$ cat src/rtl/isla_tx_pkg.sv
// ---------------------------------------------------------------------------
// isla_tx_pkg
// Shared constants and types for the ISLA transmit pattern generator:
// lane/sample geometry, pattern mode encodings, FSM states, and the PRBS15
// polynomial taps with a one-step helper.
// ---------------------------------------------------------------------------
package isla_tx_pkg;

  localparam int unsigned ISLA_LANES    = 8;
  localparam int unsigned ISLA_SAMPLE_W = 16;

  // Pattern modes; encodings 5..7 are reserved and emit zero.
  typedef enum logic [2:0] {
    MODE_FIXED  = 3'd0,
    MODE_RAMP   = 3'd1,
    MODE_TOGGLE = 3'd2,
    MODE_PRBS15 = 3'd3,
    MODE_WALK   = 3'd4
  } mode_e;

  typedef enum logic [1:0] {
    ST_IDLE,
    ST_ARMED,
    ST_RUN,
    ST_DONE
  } state_e;

  // x^15 + x^14 + 1, Fibonacci form, shifting toward the MSB.
  localparam int unsigned PRBS_W     = 15;
  localparam int unsigned PRBS_TAP_A = 14;
  localparam int unsigned PRBS_TAP_B = 13;

  function automatic logic [PRBS_W-1:0] prbs15_next(input logic [PRBS_W-1:0] s);
    return {s[PRBS_W-2:0], s[PRBS_TAP_A] ^ s[PRBS_TAP_B]};
  endfunction

endpackage

$ cat src/rtl/isla_tx_pattern_gen_if.sv
// ---------------------------------------------------------------------------
// isla_tx_pattern_gen_if
// Control and lane-output bundle of the ISLA transmit pattern generator.
//   master: drives enable/mode/fixed_pattern/burst_len/trigger/lane_inv,
//           observes d_rise/d_fall/sample/sample_valid/frame/busy/done.
//   slave : the generator side (inputs and outputs reversed).
// ---------------------------------------------------------------------------
interface isla_tx_pattern_gen_if #(
  parameter int unsigned LEN_W = 16
);
  logic                                    enable;
  logic [2:0]                              mode;
  logic [isla_tx_pkg::ISLA_SAMPLE_W-1:0]   fixed_pattern;
  logic [LEN_W-1:0]                        burst_len;
  logic                                    trigger;
  logic [isla_tx_pkg::ISLA_LANES-1:0]      lane_inv;
  logic [isla_tx_pkg::ISLA_LANES-1:0]      d_rise;
  logic [isla_tx_pkg::ISLA_LANES-1:0]      d_fall;
  logic [isla_tx_pkg::ISLA_SAMPLE_W-1:0]   sample;
  logic                                    sample_valid;
  logic                                    frame;
  logic                                    busy;
  logic                                    done;

  modport master (
    output enable, mode, fixed_pattern, burst_len, trigger, lane_inv,
    input  d_rise, d_fall, sample, sample_valid, frame, busy, done
  );

  modport slave (
    input  enable, mode, fixed_pattern, burst_len, trigger, lane_inv,
    output d_rise, d_fall, sample, sample_valid, frame, busy, done
  );
endinterface

$ cat src/rtl/isla_tx_lane_map.sv
// ---------------------------------------------------------------------------
// isla_tx_lane_map
// Combinational sample -> DDR lane mapping, matching the ISLA receiver:
//   lane i rising  half = sample[2i]   ^ lane_inv[i]
//   lane i falling half = sample[2i+1] ^ lane_inv[i]
// Ports: i_sample (16), i_lane_inv (8) -> o_d_rise (8), o_d_fall (8).
// ---------------------------------------------------------------------------
module isla_tx_lane_map
  import isla_tx_pkg::*;
(
  input  logic [ISLA_SAMPLE_W-1:0] i_sample,
  input  logic [ISLA_LANES-1:0]    i_lane_inv,
  output logic [ISLA_LANES-1:0]    o_d_rise,
  output logic [ISLA_LANES-1:0]    o_d_fall
);

  always_comb begin
    o_d_rise = '0;
    o_d_fall = '0;
    for (int unsigned i = 0; i < ISLA_LANES; i++) begin
      o_d_rise[i] = i_sample[2*i]   ^ i_lane_inv[i];
      o_d_fall[i] = i_sample[2*i+1] ^ i_lane_inv[i];
    end
  end

endmodule

$ cat src/rtl/isla_tx_pattern_gen.sv
// ---------------------------------------------------------------------------
// isla_tx_pattern_gen
// Synthesises 16-bit test samples (fixed, ramp, toggle, PRBS15, walking-one)
// and serialises each onto 8 DDR lanes for the ISLA receive path.
// Ports:
//   sys_clk - sample clock, one sample per cycle
//   rst_n   - asynchronous active-low reset
//   bus     - isla_tx_pattern_gen_if.slave: enable, mode, fixed_pattern,
//             burst_len (0 = continuous), trigger (rising edge starts a burst),
//             lane_inv; registered d_rise, d_fall, sample, sample_valid,
//             frame, busy, done.
// ---------------------------------------------------------------------------
module isla_tx_pattern_gen
  import isla_tx_pkg::*;
#(
  parameter logic [PRBS_W-1:0] PRBS_SEED = 15'h7FFF,
  parameter int unsigned       LEN_W     = 16
) (
  input  logic                  sys_clk,
  input  logic                  rst_n,
  isla_tx_pattern_gen_if.slave  bus
);

  // An all-zero LFSR would lock up, so a zero seed is coerced to 1.
  localparam logic [PRBS_W-1:0] SEED    = (PRBS_SEED == '0) ? 15'h0001 : PRBS_SEED;
  localparam logic [LEN_W-1:0]  LEN_ONE = 1;

  state_e                   r_state;
  logic                     r_trig_q;
  logic [2:0]               r_mode;
  logic [ISLA_SAMPLE_W-1:0] r_fixed;
  logic [LEN_W-1:0]         r_len;
  logic [LEN_W-1:0]         r_cnt;
  logic [ISLA_SAMPLE_W-1:0] r_ramp;
  logic [PRBS_W-1:0]        r_lfsr;
  logic [ISLA_SAMPLE_W-1:0] r_walk;
  logic                     r_tog;

  logic [ISLA_SAMPLE_W-1:0] r_sample;
  logic [ISLA_LANES-1:0]    r_d_rise;
  logic [ISLA_LANES-1:0]    r_d_fall;
  logic                     r_valid;
  logic                     r_frame;
  logic                     r_busy;
  logic                     r_done;

  logic                     w_trig_edge;
  logic                     w_emit;
  logic                     w_last;
  logic [ISLA_SAMPLE_W-1:0] w_gen;
  logic [ISLA_SAMPLE_W-1:0] w_next_sample;
  logic [ISLA_LANES-1:0]    w_d_rise;
  logic [ISLA_LANES-1:0]    w_d_fall;

  assign w_trig_edge   = bus.trigger & ~r_trig_q;
  // A sample is emitted on every RUN cycle that is not being aborted.
  assign w_emit        = (r_state == ST_RUN) && bus.enable;
  assign w_last        = (r_len != '0) && (r_cnt == r_len - LEN_ONE);
  assign w_next_sample = w_emit ? w_gen : '0;

  always_comb begin
    w_gen = '0;
    case (r_mode)
      MODE_FIXED:  w_gen = r_fixed;
      MODE_RAMP:   w_gen = r_ramp;
      MODE_TOGGLE: w_gen = r_tog ? ~r_fixed : r_fixed;
      MODE_PRBS15: w_gen = {r_lfsr[PRBS_W-1], r_lfsr};
      MODE_WALK:   w_gen = r_walk;
      default:     w_gen = '0;
    endcase
  end

  // Idle cycles map a zero sample, so the lanes rest at lane_inv.
  isla_tx_lane_map u_lane_map (
    .i_sample   (w_next_sample),
    .i_lane_inv (bus.lane_inv),
    .o_d_rise   (w_d_rise),
    .o_d_fall   (w_d_fall)
  );

  always_ff @(posedge sys_clk or negedge rst_n) begin
    if (!rst_n) begin
      r_state  <= ST_IDLE;
      r_trig_q <= 1'b0;
      r_mode   <= '0;
      r_fixed  <= '0;
      r_len    <= '0;
      r_cnt    <= '0;
      r_ramp   <= '0;
      r_lfsr   <= SEED;
      r_walk   <= 16'h0001;
      r_tog    <= 1'b0;
      r_sample <= '0;
      r_d_rise <= '0;
      r_d_fall <= '0;
      r_valid  <= 1'b0;
      r_frame  <= 1'b0;
      r_busy   <= 1'b0;
      r_done   <= 1'b0;
    end else begin
      r_trig_q <= bus.trigger;
      r_sample <= w_next_sample;
      r_d_rise <= w_d_rise;
      r_d_fall <= w_d_fall;
      r_valid  <= w_emit;
      // busy is registered alongside each emitted sample, so it frames
      // exactly the cycles the lanes carry burst data.
      r_busy   <= w_emit;
      // The counter saturates in continuous mode, so it never returns to 0
      // and frame cannot re-fire.
      r_frame  <= w_emit && (r_cnt == '0);
      r_done   <= 1'b0;

      if (!bus.enable) begin
        r_state <= ST_IDLE;
      end else begin
        case (r_state)
          ST_IDLE: r_state <= ST_ARMED;
          ST_ARMED: begin
            if (w_trig_edge) begin
              r_mode  <= bus.mode;
              r_fixed <= bus.fixed_pattern;
              r_len   <= bus.burst_len;
              r_cnt   <= '0;
              r_ramp  <= '0;
              r_lfsr  <= SEED;
              r_walk  <= 16'h0001;
              r_tog   <= 1'b0;
              r_state <= ST_RUN;
            end
          end
          ST_RUN: begin
            r_ramp <= r_ramp + 16'd1;
            r_lfsr <= prbs15_next(r_lfsr);
            r_walk <= {r_walk[ISLA_SAMPLE_W-2:0], r_walk[ISLA_SAMPLE_W-1]};
            r_tog  <= ~r_tog;
            if (r_cnt != '1) r_cnt <= r_cnt + LEN_ONE;
            if (w_last) r_state <= ST_DONE;
          end
          ST_DONE: begin
            r_done  <= 1'b1;
            r_state <= ST_ARMED;
          end
          default: r_state <= ST_IDLE;
        endcase
      end
    end
  end

  assign bus.sample       = r_sample;
  assign bus.d_rise       = r_d_rise;
  assign bus.d_fall       = r_d_fall;
  assign bus.sample_valid = r_valid;
  assign bus.frame        = r_frame;
  assign bus.busy         = r_busy;
  assign bus.done         = r_done;

endmodule

$ cat src/flat_wrapper.sv
// flat-port wrapper written by rule: the top's interface ports become plain ports
module isla_tx_pattern_gen_flat import isla_tx_pkg::*;
#(
  parameter logic [PRBS_W-1:0] PRBS_SEED = 15'h7FFF,
  parameter int unsigned       LEN_W     = 16
)
  (sys_clk, rst_n, bus_enable, bus_mode, bus_fixed_pattern, bus_burst_len, bus_trigger, bus_lane_inv, bus_d_rise, bus_d_fall, bus_sample, bus_sample_valid, bus_frame, bus_busy, bus_done);
  isla_tx_pattern_gen_if #(.LEN_W(LEN_W)) bus_i ();
  input  logic sys_clk;
  input  logic rst_n;
  input wire logic [$bits(bus_i.enable)-1:0] bus_enable;
  input wire logic [$bits(bus_i.mode)-1:0] bus_mode;
  input wire logic [$bits(bus_i.fixed_pattern)-1:0] bus_fixed_pattern;
  input wire logic [$bits(bus_i.burst_len)-1:0] bus_burst_len;
  input wire logic [$bits(bus_i.trigger)-1:0] bus_trigger;
  input wire logic [$bits(bus_i.lane_inv)-1:0] bus_lane_inv;
  output wire logic [$bits(bus_i.d_rise)-1:0] bus_d_rise;
  output wire logic [$bits(bus_i.d_fall)-1:0] bus_d_fall;
  output wire logic [$bits(bus_i.sample)-1:0] bus_sample;
  output wire logic [$bits(bus_i.sample_valid)-1:0] bus_sample_valid;
  output wire logic [$bits(bus_i.frame)-1:0] bus_frame;
  output wire logic [$bits(bus_i.busy)-1:0] bus_busy;
  output wire logic [$bits(bus_i.done)-1:0] bus_done;
  assign bus_i.enable = bus_enable;
  assign bus_i.mode = bus_mode;
  assign bus_i.fixed_pattern = bus_fixed_pattern;
  assign bus_i.burst_len = bus_burst_len;
  assign bus_i.trigger = bus_trigger;
  assign bus_i.lane_inv = bus_lane_inv;
  assign bus_d_rise = bus_i.d_rise;
  assign bus_d_fall = bus_i.d_fall;
  assign bus_sample = bus_i.sample;
  assign bus_sample_valid = bus_i.sample_valid;
  assign bus_frame = bus_i.frame;
  assign bus_busy = bus_i.busy;
  assign bus_done = bus_i.done;
  isla_tx_pattern_gen #(.PRBS_SEED(PRBS_SEED), .LEN_W(LEN_W)) u_core (.sys_clk(sys_clk), .rst_n(rst_n), .bus(bus_i));
endmodule
$ cat config.mk
export PLATFORM = sky130hd
export DESIGN_NAME = isla_tx_pattern_gen_flat
export DESIGN_NICKNAME = d
export VERILOG_FILES = /design/src/rtl/isla_tx_pkg.sv /design/src/rtl/isla_tx_pattern_gen_if.sv /design/src/rtl/isla_tx_lane_map.sv /design/src/rtl/isla_tx_pattern_gen.sv /design/src/flat_wrapper.sv
export SDC_FILE = /design/constraint.sdc
export NUM_CORES = 1
export LEC_CHECK = 0
export ABC_AREA = 1
export CORE_ASPECT_RATIO = 0.9
export CORE_MARGIN = 2
export CORE_UTILIZATION = 25
export CTS_BUF_LIST = sky130_fd_sc_hd__clkbuf_16
export DETAILED_ROUTE_END_ITERATION = 12
export PLACE_DENSITY_LB_ADDON = 0.12
export RECOVER_POWER = 50
export SLEW_MARGIN = 20
export SYNTH_ARGS = -nofsm -noshare
export SYNTH_HDL_FRONTEND = slang
export SYNTH_HIERARCHICAL = 1
export SYNTH_SLANG_ARGS = --single-unit
$ cat constraint.sdc
create_clock -name sys_clk -period 3.92 [get_ports sys_clk]
set_input_delay 0.588 -clock sys_clk [delete_from_list [all_inputs] [get_ports sys_clk]]
set_output_delay 0.588 -clock sys_clk [all_outputs]
set_load 0.05 [all_outputs]
==> out/results.tsv <==
stage	metric	value	unit
synthesis	async_flop_share	100	%
grt	grt_pass1_wl	30300	microns
routing	drtIter0Drc	383	
worst_setup_path	worstPathRequired	4.28	ns
worst_setup_path	critPathLaunchType	register	
grt	grt_max_degree	72	
die	initial_utilization	25.2	%
timing	tns	0	ns
synthesis	synthCells	822	
worst_setup_path	end_kind	register	
die	rows	57	
timing	finalCritPeriodShare	81.3	%
flow_run	cap_viol_max_count	1	
clock_tree	cts_hold_buf	0	
placement	io_buffer_count	82	
clock_tree	clock_latency	0.43	ns
clock_tree	htreeDepth	4	
routing	wl_per_cell	14.6	microns
routing	wl	18500	microns
placement	place.gp.congestion	0.789	
worst_setup_path	path_class	reg2reg	
clock_tree	cts_tree	done	
worst_setup_path	crit_chain	inv_1 -> ha_1 -> nand2_1 -> o22ai_4 -> o21ai_2 -> inv_2 -> nand2_1 -> o21ai_1 -> nand2_1 -> nor2_1	
clock_tree	cts_sinks	137	
worst_setup_path	r2r_slack	0.73	ns
status	violations	max-capacitance violations, max-slew violations	
routing	via_count	5633	
synthesis	synthTopCellsByCount	nand2_1 (253), dfrtp_1 (121), inv_1 (101)	
synthesis	synth.area.top_cells	dfrtp_1 (45%), nand2_1 (14%), dfstp_2 (6.2%)	
routing	drc	0	
synthesis	yosysTopAreaCell	dfrtp_1	
grt	antenna_found_initial	0	
min_path	min-delay-start	u_core/r_fixed[8]	
timing	rsz0062_at_grt	no	
min_path	holdCritPathClass	reg2reg	
grt	grt_usage	13.7	%
cells_and_area	multi_input_area	2780	sq um
grt	overflow	0	
clock_tree	cts.reportedPaths.clkPinSlew	0.06	ns
synthesis	synth_top_area_share	44.8	%
pwr	ir_worst_vdd	0.000264	V
timing	fin_skew	0.00975	ns
synthesis	yosysSeqAreaShare	51.0	%
cells_and_area	seqCellArea	3450	sq um
worst_setup_path	cpMostUsedCell	nand2_1	
synthesis	yosys_warnings	6	
synthesis	synth_edf_count	0	
min_path	min_delay_worst_endpoint	u_core/r_fixed[8]	
min_path	hold_depth	2	
clock_tree	clockBufferDepth	2	
synthesis	synth_most_common_cell	nand2_1	
clock_tree	root_buffer	clkbuf_16	
synthesis	syn_nets	876	
grt	grt_pass1_vias	5425	
clock_tree	cts_setup_buffers	0	
placement	place_hpwl	13300	microns
worst_setup_path	worstPathMaxFanout	18	
cells_and_area	post_route_cells_drive_above_1_share	8.73	%
cells_and_area	area_delta_synth_final	26.4	%
timing	maxSlewHeadroom	-16.9	%
routing	dr.pass1.iters	5	
clock_tree	cts_resized	0	
die	die-width	177	microns
cells_and_area	nets	957	
synthesis	synth_cell_types	45	
synthesis	synth_ff_type	dfrtp_1	
synthesis	ys_ff_latch	137	
synthesis	synth_area_per_cell	8.22	sq um
die	ios	83	
synthesis	synth_area	6760	sq um
worst_setup_path	reg2reg_depth	10	
timing	period_needed	3.19	ns
worst_setup_path	crit_arrival	3.54	ns
pwr	p_per_area	652	nW/um^2
timing	fmax	314	MHz
die	fp.dieArea	28400	sq um
die	core_region_area	26800	sq um
timing	hold_viol_final	0	
pwr	p_leak	3.87	nW
cells_and_area	n_antenna_cell	0	
timing	slew_violations	67	
die	die_h	160	microns
worst_setup_path	crit_path_max_incr_delay	0.72	ns
routing	viasPerCell	4.44	
timing	whs	0.492	ns
clock_tree	cts_buffers	17	
timing	setup_viol	0	
cells_and_area	fill_cells	2899	
worst_setup_path	cpMaxStageDelayCell	o22ai_4	
worst_setup_path	rr_endpoint	u_core/r_cnt[6]	
timing	tightest_slew	1.75	ns
worst_setup_path	r2r_start	u_core/r_state[0]	
routing	ant_nets	0	
status	status	finished, violations left	
registers in the layout, indices dropped and copies added, names as in the netlist:
register and cells:
u_core/bus.d_fall 8, u_core/r_len 16, u_core/r_trig_q 1, u_core/bus.d_rise 8
u_core/r_tog 1, u_core/r_lfsr 15, u_core/r_walk 16, u_core/r_cnt 16
u_core/r_mode 3, u_core/r_fixed 16, u_core/r_state 2, u_core/bus.frame 1
u_core/bus.done 1, u_core/r_ramp 16, u_core/bus.busy 1, u_core/bus.sample 16
layout by cell type (no fill, tap or decap), types with 3 or more instances in the layout:
master / synthesis / final
clkbuf_16: 0 / 17
o21ai_0: 30 / 30
dfstp_2: 16 / 16
inv_2: 9 / 9
nand4_1: 7 / 7
dfrtp_1: 121 / 121
nor4_1: 5 / 5
nand3_2: 3 / 3
nand3b_1: 5 / 5
o22ai_1: 29 / 29
inv_1: 101 / 101
xor2_1: 14 / 14
inv_6: 0 / 5
nor3_2: 3 / 3
o31ai_1: 5 / 5
xnor2_1: 8 / 8
nor2_1: 60 / 60
nand2_1: 253 / 254
buf_4: 3 / 4
a21oi_1: 12 / 12
o21ai_1: 9 / 9
clkdlybuf4s50_1: 0 / 79
nor2_4: 5 / 5
clkinv_4: 0 / 3
a22oi_1: 15 / 15
nor3_1: 15 / 15
a211oi_1: 15 / 15
nand3_1: 30 / 30
ha_1: 7 / 7
worst max-delay path by stage:
stage | start | to | slack, ns | cells after the start
5_1_grt | u_core/r_state[0] | u_core/r_cnt[6] | 0.36 | 10
2_1_floorplan | u_core/r_state[0] | u_core/r_walk[10] | 2.05 | 10
4_1_cts | u_core/r_state[0] | u_core/r_cnt[6] | 0.99 | 10
3_3_place_gp | bus_enable | u_core/r_cnt[6] | 0.75 | 9
3_5_place_dp | bus_enable | u_core/r_cnt[6] | 0.72 | 9
6_report | u_core/r_state[0] | u_core/r_cnt[6] | 0.73 | 10
logic make-up after synthesis:
family,share of synthesized area [%]
fa+ha+maj,1.30
simple gates,25.1
xor+xnor,2.85
flops,51.0
compound gates,12.0
buf+inv,7.79
layout make-up:
class / count / share of cell area [%]
Clock buffer: 17 / 4.98
Clock inverter: 15 / 1.93
Inverter: 111 / 4.88
Multi-Input combinational cell: 549 / 32.5
Sequential cell: 137 / 40.4
Tap cell: 354 / 5.18
Timing Repair Buffer: 87 / 10.1
power breakdown:
group          switching (mW)  internal (mW)  total, mW
registers               0.335           1.80       2.14
clock network           0.676          0.950       1.63
logic                    1.17          0.639       1.81
per-layer routing:
metal	wire, microns	GRT usage [%]
met3	975	3.43
met1	9990	21.7
met2	7360	18.3
met4	153	3.13
met5	0	0
per-stage QoR:
| stage | instance area (sq um) | std cells | utilization [%] | worst slack (ns) | total power [mW] |
|---|---|---|---|---|---|
| floorplan | 6760 | 822 | - | 2.05 | 3.38 |
| global placement | 7960 | 1238 | 29.7 | 0.747 | 3.98 |
| detailed placement | 7960 | 1238 | 29.7 | 0.719 | 3.99 |
| CTS | 8550 | 1270 | 31.9 | 0.991 | 5.66 |
| global route | 8550 | 1270 | 31.9 | 0.360 | 6.02 |
| finish | 8550 | 1270 | 31.9 | 0.733 | 5.57 |
critical path, delay by kind of cell, from the launching register on:
family	cells	cell delay [ns]
AO/OA/AOI/OAI	3	1.17
adder cells (fa/ha/maj)	1	0.36
buffers and inverters	2	0.33
flip-flops	1	0.42
AND/OR/NAND/NOR	4	0.83
(Power assumes the default switching activity.)
